### src/rtl/fish_swarm_ctrl.sv
// Fish swarm motion and per-pixel hit query for the VGA fish scene.
// Positions update once per frame in vblank; hit result is registered (latency 1).
module fish_swarm_ctrl #(
  parameter int          NUM_FISH  = 4,
  parameter int          FISH_W    = 10,
  parameter int          FISH_H    = 5,
  parameter int          X_START   = 640,
  parameter int          STAGGER   = 160,
  parameter int          Y0        = 60,
  parameter int          Y_SPACING = 100,
  parameter bit          VSYNC_POL = 1'b1,
  parameter logic [15:0] LFSR_SEED = 16'hACE1
) (
  input  logic                  clk,
  input  logic                  rst_n,
  input  logic                  vsync,
  input  logic                  display_on,
  input  logic [9:0]            hpos,
  input  logic [9:0]            vpos,
  input  logic                  pause,
  input  logic [1:0]            speed,
  output logic [10*NUM_FISH-1:0] fish_x_flat,
  output logic [10*NUM_FISH-1:0] fish_y_flat,
  output logic                  busy,
  output logic                  fish_on,
  output logic [2:0]            fish_id,
  output logic [1:0]            dbg_state
);

  typedef enum logic [1:0] {S_IDLE = 2'd0, S_UPD = 2'd1, S_DONE = 2'd2} state_t;

  state_t      state, state_nxt;
  logic [2:0]  idx, idx_nxt;
  logic [9:0]  fish_x [NUM_FISH];
  logic [9:0]  fish_y [NUM_FISH];
  logic [15:0] lfsr;
  logic        vsync_d;
  logic        vs_act;
  logic        frame_edge;
  logic [2:0]  step;
  logic [8:0]  rnd;
  logic [9:0]  respawn_y;
  logic        hit_any;
  logic [2:0]  hit_idx;

  assign vs_act     = (vsync == VSYNC_POL);
  assign frame_edge = vs_act & ~vsync_d;
  assign step       = {1'b0, speed} + 3'd1;
  assign rnd        = lfsr[8:0];
  // Values too low on screen fold back up by 256 so the fish stays visible.
  assign respawn_y  = (rnd > 9'(480 - FISH_H)) ? {1'b0, rnd - 9'd256} : {1'b0, rnd};
  assign busy       = (state != S_IDLE);
  assign dbg_state  = state;

  always_comb begin
    state_nxt = state;
    idx_nxt   = idx;
    case (state)
      S_IDLE: begin
        if (frame_edge) begin
          state_nxt = S_UPD;
          idx_nxt   = 3'd0;
        end
      end
      S_UPD: begin
        idx_nxt = idx + 3'd1;
        if (idx == 3'(NUM_FISH - 1)) state_nxt = S_DONE;
      end
      S_DONE:  state_nxt = S_IDLE;
      default: state_nxt = S_IDLE;
    endcase
  end

  always_ff @(posedge clk) begin
    if (!rst_n) begin
      state   <= S_IDLE;
      idx     <= 3'd0;
      vsync_d <= 1'b0;
      lfsr    <= LFSR_SEED;
    end else begin
      state   <= state_nxt;
      idx     <= idx_nxt;
      vsync_d <= vs_act;
      lfsr    <= {lfsr[14:0], lfsr[15] ^ lfsr[13] ^ lfsr[12] ^ lfsr[10]};
    end
  end

  always_ff @(posedge clk) begin
    if (!rst_n) begin
      for (int i = 0; i < NUM_FISH; i++) begin
        fish_x[i] <= 10'(X_START - i * STAGGER);
        fish_y[i] <= 10'(Y0 + i * Y_SPACING);
      end
    end else if (state == S_UPD && !pause) begin
      for (int i = 0; i < NUM_FISH; i++) begin
        if (idx == 3'(i)) begin
          if (fish_x[i] > {7'd0, step}) begin
            fish_x[i] <= fish_x[i] - {7'd0, step};
          end else begin
            fish_x[i] <= 10'(X_START);
            fish_y[i] <= respawn_y;
          end
        end
      end
    end
  end

  // Scan high to low so the lowest hitting index is the one left standing.
  always_comb begin
    hit_any = 1'b0;
    hit_idx = 3'd0;
    for (int i = NUM_FISH - 1; i >= 0; i--) begin
      if ({1'b0, hpos} >= {1'b0, fish_x[i]} &&
          {1'b0, hpos} <  {1'b0, fish_x[i]} + 11'(FISH_W) &&
          {1'b0, vpos} >= {1'b0, fish_y[i]} &&
          {1'b0, vpos} <  {1'b0, fish_y[i]} + 11'(FISH_H)) begin
        hit_any = 1'b1;
        hit_idx = 3'(i);
      end
    end
  end

  always_ff @(posedge clk) begin
    if (!rst_n) begin
      fish_on <= 1'b0;
      fish_id <= 3'd0;
    end else begin
      fish_on <= display_on & hit_any;
      fish_id <= hit_idx;
    end
  end

  for (genvar g = 0; g < NUM_FISH; g++) begin : g_flat
    assign fish_x_flat[10*g +: 10] = fish_x[g];
    assign fish_y_flat[10*g +: 10] = fish_y[g];
  end

endmodule

### config.mk
export PLATFORM = sky130hd
export DESIGN_NAME = fish_swarm_ctrl
export DESIGN_NICKNAME = d
export VERILOG_FILES = /design/src/rtl/fish_swarm_ctrl.sv
export SDC_FILE = /design/constraint.sdc
export NUM_CORES = 1
export LEC_CHECK = 0
export BUFFER_PORTS_ARGS = -buffer_cell sky130_fd_sc_hd__buf_2
export CAP_MARGIN = 10
export CORE_MARGIN = 2
export CORE_UTILIZATION = 40
export DETAILED_ROUTE_END_ITERATION = 7
export GPL_ROUTABILITY_DRIVEN = 0
export PLACE_DENSITY = 0.56
export SYNTH_ARGS = -nofsm -noshare
export SYNTH_HDL_FRONTEND = slang
export SYNTH_SLANG_ARGS = --single-unit
### constraint.sdc
create_clock -name clk -period 4.1 [get_ports clk]
set_input_delay 0.82 -clock clk [delete_from_list [all_inputs] [get_ports clk]]
set_output_delay 0.82 -clock clk [all_outputs]
set_load 0.02 [all_outputs]
==> impl_summary.txt, run 1 <==
----------------------------------------------------
[Status]
  Status ... complete, no violations

[Floorplan]
  Starting density of the core ... 41.05%
  Placement Rows ... 54
  Core box area ... 21960 µm²
  Number of placed I/O pins ... 114
  Width of the die ... 154.1 µm
  Die outline area ... 23750 µm²
  Die boundary height ... 154.1 µm

[Worst setup path]
  Category of the worst setup path capture point ... register
  Arrival time worst endpoint ... 3.41 ns
  Maximum fanout count along the critical path ... 8
  Critical path class ... in -> reg
  Startpoint Class ... input pin
  Data required time of the critical path ... 4.18 ns

[Timing]
  Final Hold Fails ... 0
  Share of the clock period used by the worst path ... 81.26%
  Max Transition Viols Final ... 0
  Worst slew slack as a fraction of its limit ... 36.54%
  Achievable clock frequency ... 300.2 MHz
  Transition time of the tightest slew-check pin ... 0.9420 ns
  Setup repair after global routing missed its margin ... false
  Worst clock skew on the final layout ... 0.01213 ns
  # setup viols final ... 0
  Accumulated negative setup slack ... 0 ns
  Time the worst path needs with I/O delays and setup ... 3.332 ns

[Synthesis]
  Post-synth EDFFs ... 76
  Sequential area share after synthesis ... 30.87%
  Post-synthesis instance total ... 961
  Cell types with the highest counts after synthesis ... 178 x ha_1, 106 x inv_1, 76 x edfxtp_1
  Area leader, netlist ... edfxtp_1
  Yosys synthesis warning count ... 0
  Area share of the leading cell type in the synthesized netlist ... 25.32%
  Predominant post-synthesis flop cell ... edfxtp_1
  Combined area of all synthesized cells ... 9014 µm²
  Avg Synthesized Cell Area ... 9.379 µm²
  Netlist cell types ... 58
  Most frequently used cell type in the post-synthesis netlist ... ha_1
  Flops & latches, synth ... 101
  FFs w/ async S/R, synth ... 0%
  Most area-consuming cells after synthesis ... edfxtp_1 25%, ha_1 25%, xnor2_1 7.0%

[Route]
  Mean number of vias per cell ... 5.325
  Detailed Route WL ... 23.66 mm
  DRC viols ... 0
  TritonRoute pass-1 iters ... 5
  Number of vias in the routed layout ... 7226
  Average detailed-routed wire length per instance ... 17.43 µm
  Post-route antenna net violation count ... 0
  Detailed router's first-iteration violation count ... 378

[CTS]
  Total CTS buffers ... 9
  Clock tree from TritonCTS ... built
  Clock insertion delay at the later pin of the skew report ... 0.37 ns
  H-Tree Level Count ... 3
  Number of cells upsized or downsized after cts ... 0
  Buffer type at the clock tree root ... clkbuf_16
  Number of buffers on the longest clock path ... 2
  # hold bufs at CTS ... 0
  Clock transition at the registers of the reported paths ... 0.08 ns
  Clk sink count ... 101
  Total setup buffers inserted after CTS ... 0

[Final layout]
  Proportion of layout cells with a drive suffix above 1 ... 13.37%
  Diodes inserted ... 0
  Final instance area ... 10180 µm²
  Synth-to-layout area growth ... 12.95%
  NumNets Final ... 1281
  Number of fill cells in the layout ... 2170

[Pwr]
  Power consumption ... 0.002627 W
  Peak supply drop ... 0.0002156 V
  Leakage power of the design ... 4.602 nW
  Power per cell area ... 258.0 nW/µm²

[Placement]
  Post-detailed-placement cell area ... 9879 µm²
  Count of buffers from port buffering ... 108
  HPWL after detailed placement ... 18.61 mm

[Global routing]
  Remaining global-route overflow ... 0
  Largest net degree at the start of global routing ... 22
  Total track usage ... 20.25%
  Antenna violations before repair ... 0
  Global-route wire length before repair ... 37.62 mm
  Via count of the first global-routing pass ... 6910

[Run]
  Max-capacitance violation count ... 0

[Hold path]
  Class of the tightest hold or removal check ... reg -> reg

----------------------------------------------------
==> metrics by stage <==
stage	instances	setup WS [ns]	utilization, %	hold slack, ns
2_1_floorplan	965	0.3786	-	0.3863
3_3_place_gp	1341	0.4193	44.99	0.3917
3_5_place_dp	1341	0.3837	44.99	0.3929
4_1_cts	1357	0.7553	46.36	0.4129
5_1_grt	1357	0.4596	46.36	0.4417
6_report	1357	0.7684	46.36	0.4110
==> critical path: stages <==
cell      delay (ns)
buf_2           0.11
ha_1            0.27
inv_1           0.11
buf_4           0.19
fa_1            0.45
a211oi_1        0.45
a41oi_1         0.11
or3_1           0.46
nor2_1          0.35
nand2_1         0.09
==> layer usage <==
metal,GRT usage [%],wire (µm),up-vias
li1,-,-,3685
met1,28.70,11680,3344
met2,32.33,10570,168
met3,2.818,967,29
met4,5.607,439,0
met5,0,0,-
==> flip-flops by register name, indices dropped and copies added, names as in the netlist <==
signal and cells:
dbg_state 2, fish_id 2, fish_on 1, fish_x 40, fish_y 36, idx 3, lfsr 16, vsync_d 1
==> worst paths after layout <==
check / start / to / slack, ns / depth (start not counted)
setup / recovery: speed[0] / fish_y[2][8] / 0.77 / 10
hold / removal: lfsr[14] / lfsr[15] / 0.41 / 1
setup reg to reg: fish_x[1][1] / fish_id[1] / 1.12 / 12
hold reg to reg: lfsr[14] / lfsr[15] / 0.41 / 1
==> area by class of cell <==
type	count	area [µm²]	area share (%)
multi-input combinational	738	5748	56.46
sequential	101	2783	27.33
timing repair buffer	116	600.6	5.899
inverter	106	397.9	3.908
tap	280	350.3	3.441
clock buffer	9	225.2	2.212
clock inverter	7	76.32	0.7497
==> where the power goes <==
group,total (W),internal [W],switching [W]
clock,0.000865,0.000434,0.000431
sequential,0.00119,0.00113,0.0000574
combinational,0.000571,0.000232,0.000339
==> layout by cell type (no fill, tap or decap), types with 19 or more instances in the layout <==
| cell | netlist | final |
|---|---|---|
| a21oi_1 | 46 | 46 |
| and2_1 | 20 | 20 |
| buf_2 | 2 | 108 |
| dfxtp_1 | 25 | 25 |
| edfxtp_1 | 76 | 76 |
| ha_1 | 178 | 178 |
| inv_1 | 106 | 106 |
| nand2_1 | 50 | 50 |
| nand3_1 | 19 | 19 |
| nor2_1 | 55 | 55 |
| nor3_1 | 32 | 32 |
| o21ai_0 | 51 | 51 |
| xnor2_1 | 72 | 72 |
==> logic make-up after synthesis <==
family,share of synthesized area (%)
other,0.04160
multiplexers,0.1111
XOR/XNOR,7.968
adder cells (fa/ha/maj),25.60
buffers and inverters,5.525
AND/OR/NAND/NOR,15.39
AO/OA/AOI/OAI,14.49
flip-flops,30.87
(Power assumes the default switching activity.)
==> run 2: changes to the inputs <==
--- a/config.mk
+++ b/config.mk
@@ -5,13 +5,14 @@
 export SDC_FILE = /design/constraint.sdc
 export NUM_CORES = 1
 export LEC_CHECK = 0
+export ABC_AREA = 1
 export BUFFER_PORTS_ARGS = -buffer_cell sky130_fd_sc_hd__buf_2
 export CAP_MARGIN = 10
 export CORE_MARGIN = 2
 export CORE_UTILIZATION = 40
 export DETAILED_ROUTE_END_ITERATION = 7
 export GPL_ROUTABILITY_DRIVEN = 0
-export PLACE_DENSITY = 0.56
+export PLACE_DENSITY = 0.55
 export SYNTH_ARGS = -nofsm -noshare
 export SYNTH_HDL_FRONTEND = slang
 export SYNTH_SLANG_ARGS = --single-unit
==> constraint.sdc (replaced) <==
create_clock -name clk -period 3.4 [get_ports clk]
set_input_delay 0.68 -clock clk [delete_from_list [all_inputs] [get_ports clk]]
set_output_delay 0.68 -clock clk [all_outputs]
set_load 0.02 [all_outputs]
==> run 2 against run 1 <==
  * Register-to-register slack got worse by 0.53 ns
  * Sequential cell count unchanged
  * Via count grew 11%
  * Worst setup slack got worse by 0.18 ns
  * Critical path depth is 5 higher
  * Cell count rose by 19%
  * Critical path type is now reg -> reg
  * Largest cell class unchanged
  * Sequential share of layout area fell by 1.2 points
  * Global-route usage rose by 0.85 points
  * Synthesized area up 4.7%
  * Highest routed layer unchanged
==> impl_summary.txt, run 2 <==
----------------------------------------------------
[Global routing]
  Remaining global-route overflow ... 0 (unchanged)
  Total track usage ... 21.10% (+0.85 points)
  Antenna violations before repair ... 0 (unchanged)
  Via count of the first global-routing pass ... 7730 (+12%)
  Global-route wire length before repair ... 40.51 mm (+7.7%)
  Largest net degree at the start of global routing ... 33 (+50%)

[CTS]
  Clock insertion delay at the later pin of the skew report ... 0.36 ns (about the same)
  Total setup buffers inserted after CTS ... 0 (unchanged)
  Total CTS buffers ... 9 (unchanged)
  H-Tree Level Count ... 3 (unchanged)
  Buffer type at the clock tree root ... clkbuf_16
  Clock tree from TritonCTS ... built
  # hold bufs at CTS ... 0 (unchanged)
  Clk sink count ... 101 (unchanged)
  Clock transition at the registers of the reported paths ... 0.08 ns (about the same)
  Number of buffers on the longest clock path ... 2 (unchanged)
  Number of cells upsized or downsized after cts ... 0 (unchanged)

[Timing]
  Accumulated negative setup slack ... 0 ns (unchanged)
  Share of the clock period used by the worst path ... 82.74%
  Setup repair after global routing missed its margin ... false
  # setup viols final ... 0 (unchanged)
  Max Transition Viols Final ... 0 (unchanged)
  Achievable clock frequency ... 355.5 MHz
  Final Hold Fails ... 0 (unchanged)
  Worst slew slack as a fraction of its limit ... 49.52% (+13 points)
  Transition time of the tightest slew-check pin ... 0.7564 ns (-0.1855 ns)
  Worst clock skew on the final layout ... 0.01305 ns (+0.0009180 ns)
  Time the worst path needs with I/O delays and setup ... 2.813 ns

[Final layout]
  Diodes inserted ... 0 (unchanged)
  Number of fill cells in the layout ... 2376 (+9.5%)
  Register Area ... 2783 µm² (unchanged)
  Proportion of layout cells with a drive suffix above 1 ... 12.33% (-1.0 points)
  Register ranked first by flip-flop count ... fish_x
  Synth-to-layout area growth ... 12.76%
  Registers with the highest flip-flop counts ... fish_x x40, fish_y x36, lfsr x16
  Commonest non-fill, non-tap cell in the layout ... nand2_1
  Highest-count cells in the layout ignoring fill and taps ... 200 x nand2_1, 181 x inv_1, 178 x ha_1
  Multi-input gate area in the final layout ... 5874 µm² (+2.2%)
  Fin util ... 45.60% (-0.77 points)
  Number of flip-flops under the largest register name ... 40 (unchanged)
  NumNets Final ... 1502 (+17%)

[Synthesis]
  Yosys synthesis warning count ... 0 (unchanged)
  Post-synthesis instance total ... 1181 (+23%)
  Cell types with the highest counts after synthesis ... 200 x nand2_1, 181 x inv_1, 178 x ha_1
  Most area-consuming cells after synthesis ... edfxtp_1 24%, ha_1 24%, nand2_1 8.0%
  Area leader, netlist ... edfxtp_1
  Flops & latches, synth ... 101 (unchanged)
  Area share of the leading cell type in the synthesized netlist ... 24.19% (-1.1 points)
  Netlist cell types ... 47 (-19%)
  Sequential area share after synthesis ... 29.49% (-1.4 points)
  Predominant post-synthesis flop cell ... edfxtp_1
  FFs w/ async S/R, synth ... 0% (unchanged)
  Post-synth EDFFs ... 76 (unchanged)
  Combined area of all synthesized cells ... 9435 µm² (+4.7%)
  Avg Synthesized Cell Area ... 7.989 µm² (-15%)
  Most frequently used cell type in the post-synthesis netlist ... nand2_1

[Worst setup path]
  Maximum fanout count along the critical path ... 5 (-3)
  Critical path class ... reg -> reg
  Startpoint Class ... register
  Arrival time worst endpoint ... 3.12 ns (-0.29 ns)
  Data required time of the critical path ... 3.71 ns (-0.47 ns)
  Category of the worst setup path capture point ... register

[Route]
  Post-route antenna net violation count ... 0 (unchanged)
  DRC viols ... 0 (unchanged)
  Mean number of vias per cell ... 4.959 (-6.9%)
  Detailed Route WL ... 25.40 mm (+7.4%)
  TritonRoute pass-1 iters ... 5 (unchanged)
  Average detailed-routed wire length per instance ... 15.71 µm (-9.9%)
  Number of vias in the routed layout ... 8019 (+11%)
  Detailed router's first-iteration violation count ... 448 (+19%)

[Floorplan]
  Starting density of the core ... 40.44% (-0.61 points)
  Placement Rows ... 56 (+3.7%)
  Width of the die ... 157.6 µm (+2.3%)
  Die boundary height ... 157.6 µm (+2.3%)
  Core box area ... 23330 µm² (+6.3%)
  Die outline area ... 24830 µm² (+4.6%)
  Number of placed I/O pins ... 114 (unchanged)

[Pwr]
  Peak supply drop ... 0.0002623 V (+22%)
  Power per cell area ... 301.4 nW/µm² (+17%)
  Leakage power of the design ... 5.319 nW (+16%)

[Status]
  Status ... complete, no violations

[Run]
  Max-capacitance violation count ... 0 (unchanged)

[Placement]
  HPWL after detailed placement ... 20.20 mm (+8.5%)
  Count of buffers from port buffering ... 108 (unchanged)

[Hold path]
  Class of the tightest hold or removal check ... reg -> reg

----------------------------------------------------
## run 2: cell families (layout without fill, tap and decap cells)
| group | count (synthesis) | after routing | share of synthesized area [%] |
|---|---|---|---|
| other | 1 | 5 | 0.03974 |
| buffers and inverters | 203 | 316 | 8.407 |
| AOI/OAI and AO/OA | 156 | 156 | 9.283 |
| and+or+nand+nor | 471 | 471 | 22.11 |
| xor gates and xnor gates | 67 | 67 | 6.219 |
| adders and majority gates | 182 | 182 | 24.45 |
| DFF | 101 | 101 | 29.49 |
## run 2: layout make-up
| type | instances | share of cell area (%) |
|---|---|---|
| tap | 319 | 3.752 |
| timing repair buffer | 110 | 5.222 |
| clock buffer | 9 | 2.117 |
| multi-input combinational | 881 | 55.22 |
| clock inverter | 7 | 0.8350 |
| inverter | 190 | 6.703 |
| sequential | 101 | 26.16 |
## run 2: worst paths after layout
path,start,endpoint,slack (ns),cells after the start
worst max register to register,fish_y[1][0],fish_on,0.59,15
worst min-delay path,lfsr[14],lfsr[15],0.42,1
worst min register to register,lfsr[14],lfsr[15],0.42,1
worst max-delay path,fish_y[1][0],fish_on,0.59,15
## run 2: metal layers
layer	wire length, µm	track usage (%)
met1	12780	30.07
met2	11350	34.27
met3	953	2.299
met4	319	5.108
met5	0	0
## run 2: metrics by stage
step	cell area, µm²	hold slack [ns]	std cells	worst slack (ns)	total power (W)
floorplan	9450	0.3905	1185	0.2471	0.001933
global placement	10320	0.3970	1601	0.2410	0.002156
detailed placement	10320	0.4041	1601	0.2076	0.002165
finish	10640	0.4178	1617	0.5869	0.003206
global route	10640	0.4347	1617	0.3132	0.003392
CTS	10640	0.4235	1617	0.5514	0.003228
## run 2: report_power, final
group	total (W)	internal, W	switching, W
sequential	0.00143	0.00137	0.0000598
clock	0.00107	0.000531	0.000540
combinational	0.000709	0.000251	0.000458
total	0.00321	0.00215	0.00106
## run 2: worst max-delay path, cell delays in order (launching register included)
cell      delay, ns
edfxtp_1       0.44
ha_1           0.22
o21ai_0        0.14
nor3_1         0.28
nand3_1        0.13
xor2_1         0.16
ha_1           0.29
a21oi_1        0.14
nor2_1         0.05
nor2_1         0.12
nand2_1        0.10
nor2_1         0.19
nand4_1        0.25
nand4_1        0.14
nand2_1        0.06
inv_1          0.05
==> run 3: changes to the inputs <==
==> constraint.sdc (replaced) <==
create_clock -name clk -period 2.86 [get_ports clk]
set_input_delay 0.572 -clock clk [delete_from_list [all_inputs] [get_ports clk]]
set_output_delay 0.572 -clock clk [all_outputs]
set_load 0.02 [all_outputs]
==> run 3 against run 2 <==
  * Sequential cell count unchanged
  * Worst setup slack got worse by 0.35 ns
  * Sequential share of layout area shrank 0.91 points
  * Global-route usage up 0.29 points
  * Clock skew decreased by 0.0051 ns
  * Die area is the same
  * Largest cell class unchanged
  * Critical path type unchanged
  * Critical path depth decreased by 2
  * Routed wire length increased by 0.46%
==> impl_summary.txt, run 3 (synthesis results as in run 2) <==
----------------------------------------------------
[Worst setup path]
  Data required time of the critical path ... 3.09 ns (-0.62 ns)
  Arrival time worst endpoint ... 2.85 ns (-0.27 ns)
  Reg-to-Reg Start ... fish_y[0][0]
  Cell-by-cell trace of the critical path ... ha_1, o21ai_1, nor3_2, nand3_1, xor2_1, ha_1, a21o_1, a21oi_1, nand2_1, nor2_1, nand4_1, nand3_1, a21oi_1
  Buffers & Inverters on Critical Path ... 0 (-1)
  Slowest stage cell on the critical path ... edfxtp_1
  Startpoint Class ... register
  Beginning of the critical path ... fish_y[0][0]
  Worst path top cell family by delay ... simple AND/OR/NAND/NOR gates
  Category of the worst setup path capture point ... register
  Critical path class ... reg -> reg
  Maximum fanout count along the critical path ... 4 (-1)
  Maximum single-stage delay on the critical path ... 0.47 ns (+0.03 ns)

[Timing]
  Time the worst path needs with I/O delays and setup ... 2.620 ns (-0.1931 ns)
  # setup viols final ... 0 (unchanged)
  Post-layout worst setup margin ... 0.2400 ns (-0.3469 ns)
  Achievable clock frequency ... 381.7 MHz (+7.4%)
  Share of the clock period used by the worst path ... 91.61% (+8.9 points)
  Max Transition Viols Final ... 0 (unchanged)
  Setup repair after global routing missed its margin ... false
  Worst Hold Margin ... 0.4095 ns (-0.008298 ns)
  Worst clock skew on the final layout ... 0.007952 ns (-0.005100 ns)
  Final Hold Fails ... 0 (unchanged)

[Route]
  Post-route antenna net violation count ... 0 (unchanged)
  Average detailed-routed wire length per instance ... 15.39 µm (-2.0%)
  Number of vias in the routed layout ... 8172 (+1.9%)
  Mean number of vias per cell ... 4.929 (-0.61%)
  Detailed router's first-iteration violation count ... 403 (-10%)
  Detailed Route WL ... 25.52 mm (+0.46%)
  TritonRoute pass-1 iters ... 5 (unchanged)
  DRC viols ... 0 (unchanged)

[CTS]
  Clk sink count ... 101 (unchanged)
  H-Tree Level Count ... 3 (unchanged)
  Clock insertion delay at the later pin of the skew report ... 0.35 ns (about the same)
  Total CTS buffers ... 9 (unchanged)
  Clock transition at the registers of the reported paths ... 0.07 ns (about the same)
  Buffer type at the clock tree root ... clkbuf_16
  Number of buffers on the longest clock path ... 2 (unchanged)
  Clock tree from TritonCTS ... built

[Pwr]
  Power per cell area ... 353.5 nW/µm² (+17%)
  Peak supply drop ... 0.0003458 V (+32%)
  Leakage power of the design ... 5.545 nW (+4.3%)

[Placement]
  Worst setup slack after placement ... -0.07435 ns (-0.2820 ns)
  Count of buffers from port buffering ... 108 (unchanged)
  HPWL after detailed placement ... 21.03 mm (+4.1%)

[Floorplan]
  Core box area ... 23330 µm² (unchanged)
  Die boundary height ... 157.6 µm (unchanged)
  Width of the die ... 157.6 µm (unchanged)
  Starting density of the core ... 40.44% (unchanged)
  Die outline area ... 24830 µm² (unchanged)
  Placement Rows ... 56 (unchanged)
  Number of placed I/O pins ... 114 (unchanged)

[Final layout]
  Synth-to-layout area growth ... 16.81%
  Register ranked first by flip-flop count ... fish_x
  Proportion of layout cells with a drive suffix above 1 ... 15.46% (+3.1 points)
  NumNets Final ... 1543 (+2.7%)
  Diodes inserted ... 0 (unchanged)
  Number of flip-flops under the largest register name ... 40 (unchanged)
  Commonest non-fill, non-tap cell in the layout ... nand2_1
  Highest-count cells in the layout ignoring fill and taps ... 200 x nand2_1, 181 x inv_1, 177 x ha_1
  Registers with the highest flip-flop counts ... fish_x x40, fish_y x36, lfsr x16

[Hold path]
  Class of the tightest hold or removal check ... in -> reg
  Hold Startpoint ... vsync

[Global routing]
  Antenna violations before repair ... 0 (unchanged)
  Total track usage ... 21.39% (+0.29 points)
  Via count of the first global-routing pass ... 7768 (+0.49%)
  Remaining global-route overflow ... 0 (unchanged)
  Largest net degree at the start of global routing ... 24 (-27%)
  Global-route wire length before repair ... 40.86 mm (+0.87%)

[Status]
  Status ... complete, no violations

[Run]
  Max-capacitance violation count ... 0 (unchanged)

----------------------------------------------------
## run 3: cell types whose count changed in the layout (fill, tap and decap cells not counted), sizes merged
| cell | previous run | this run |
|---|---|---|
| clkinv | 4 | 0 |
| buf | 110 | 151 |
| clkbuf | 9 | 13 |
## run 3: where the power goes
group | total, W | switching [W] | internal, W
clock network | 0.00132 | 0.000564 | 0.000754
registers | 0.00168 | 0.0000575 | 0.00162
logic | 0.000896 | 0.000567 | 0.000329
## run 3: metrics by stage
stage	area [µm²]	setup TNS, ns	power (W)	util (%)	cells
4_1_cts	10990	0	0.003922	47.11	1657
6_report	11020	0	0.003897	47.24	1658
3_3_place_gp	10660	-0.1556	0.002598	45.70	1641
2_1_floorplan	9450	0	0.002297	-	1185
5_1_grt	11020	0	0.004122	47.24	1658
3_5_place_dp	10660	-0.9193	0.002611	45.70	1641
## run 3: layout make-up
class / instances / area (µm²)
fill: 2359 / 12310
inverter: 190 / 713.2
clock inverter: 3 / 26.28
timing repair buffer: 151 / 900.9
clock buffer: 13 / 302.8
tap: 319 / 399.1
sequential: 101 / 2783
multi-input combinational: 881 / 5897
## run 3: timing repair
item / in CTS / in global routing
gates resized for setup: 0 / 10
hold buffers: 0 / 0
setup buffers: 0 / 1
setup endpoints to repair: 0 / 3
hold endpoints to repair: 0 / 0
## run 3: worst register-to-register path, cell delays in order (launching register included)
cell      delay, ns
edfxtp_1       0.47
ha_1           0.27
o21ai_1        0.26
nor3_2         0.09
nand3_1        0.09
xor2_1         0.16
ha_1           0.26
a21o_1         0.18
a21oi_1        0.14
nand2_1        0.09
nor2_1         0.17
nand4_1        0.16
nand3_1        0.12
a21oi_1        0.06
## run 3: per-layer routing
layer  share of wire [%]  track usage, %
met1                  49           29.57
met2                  45           34.96
met3                 4.6           4.051
met4                 1.2           4.329
met5                   0               0
## run 3: path summary, 6_finish.rpt
check | end | slack [ns] | depth (start not counted)
worst min-delay path | vsync_d | 0.41 | 3
worst max register to register | fish_id[1] | 0.24 | 13
worst max-delay path | fish_id[1] | 0.24 | 13
worst min register to register | lfsr[15] | 0.41 | 1
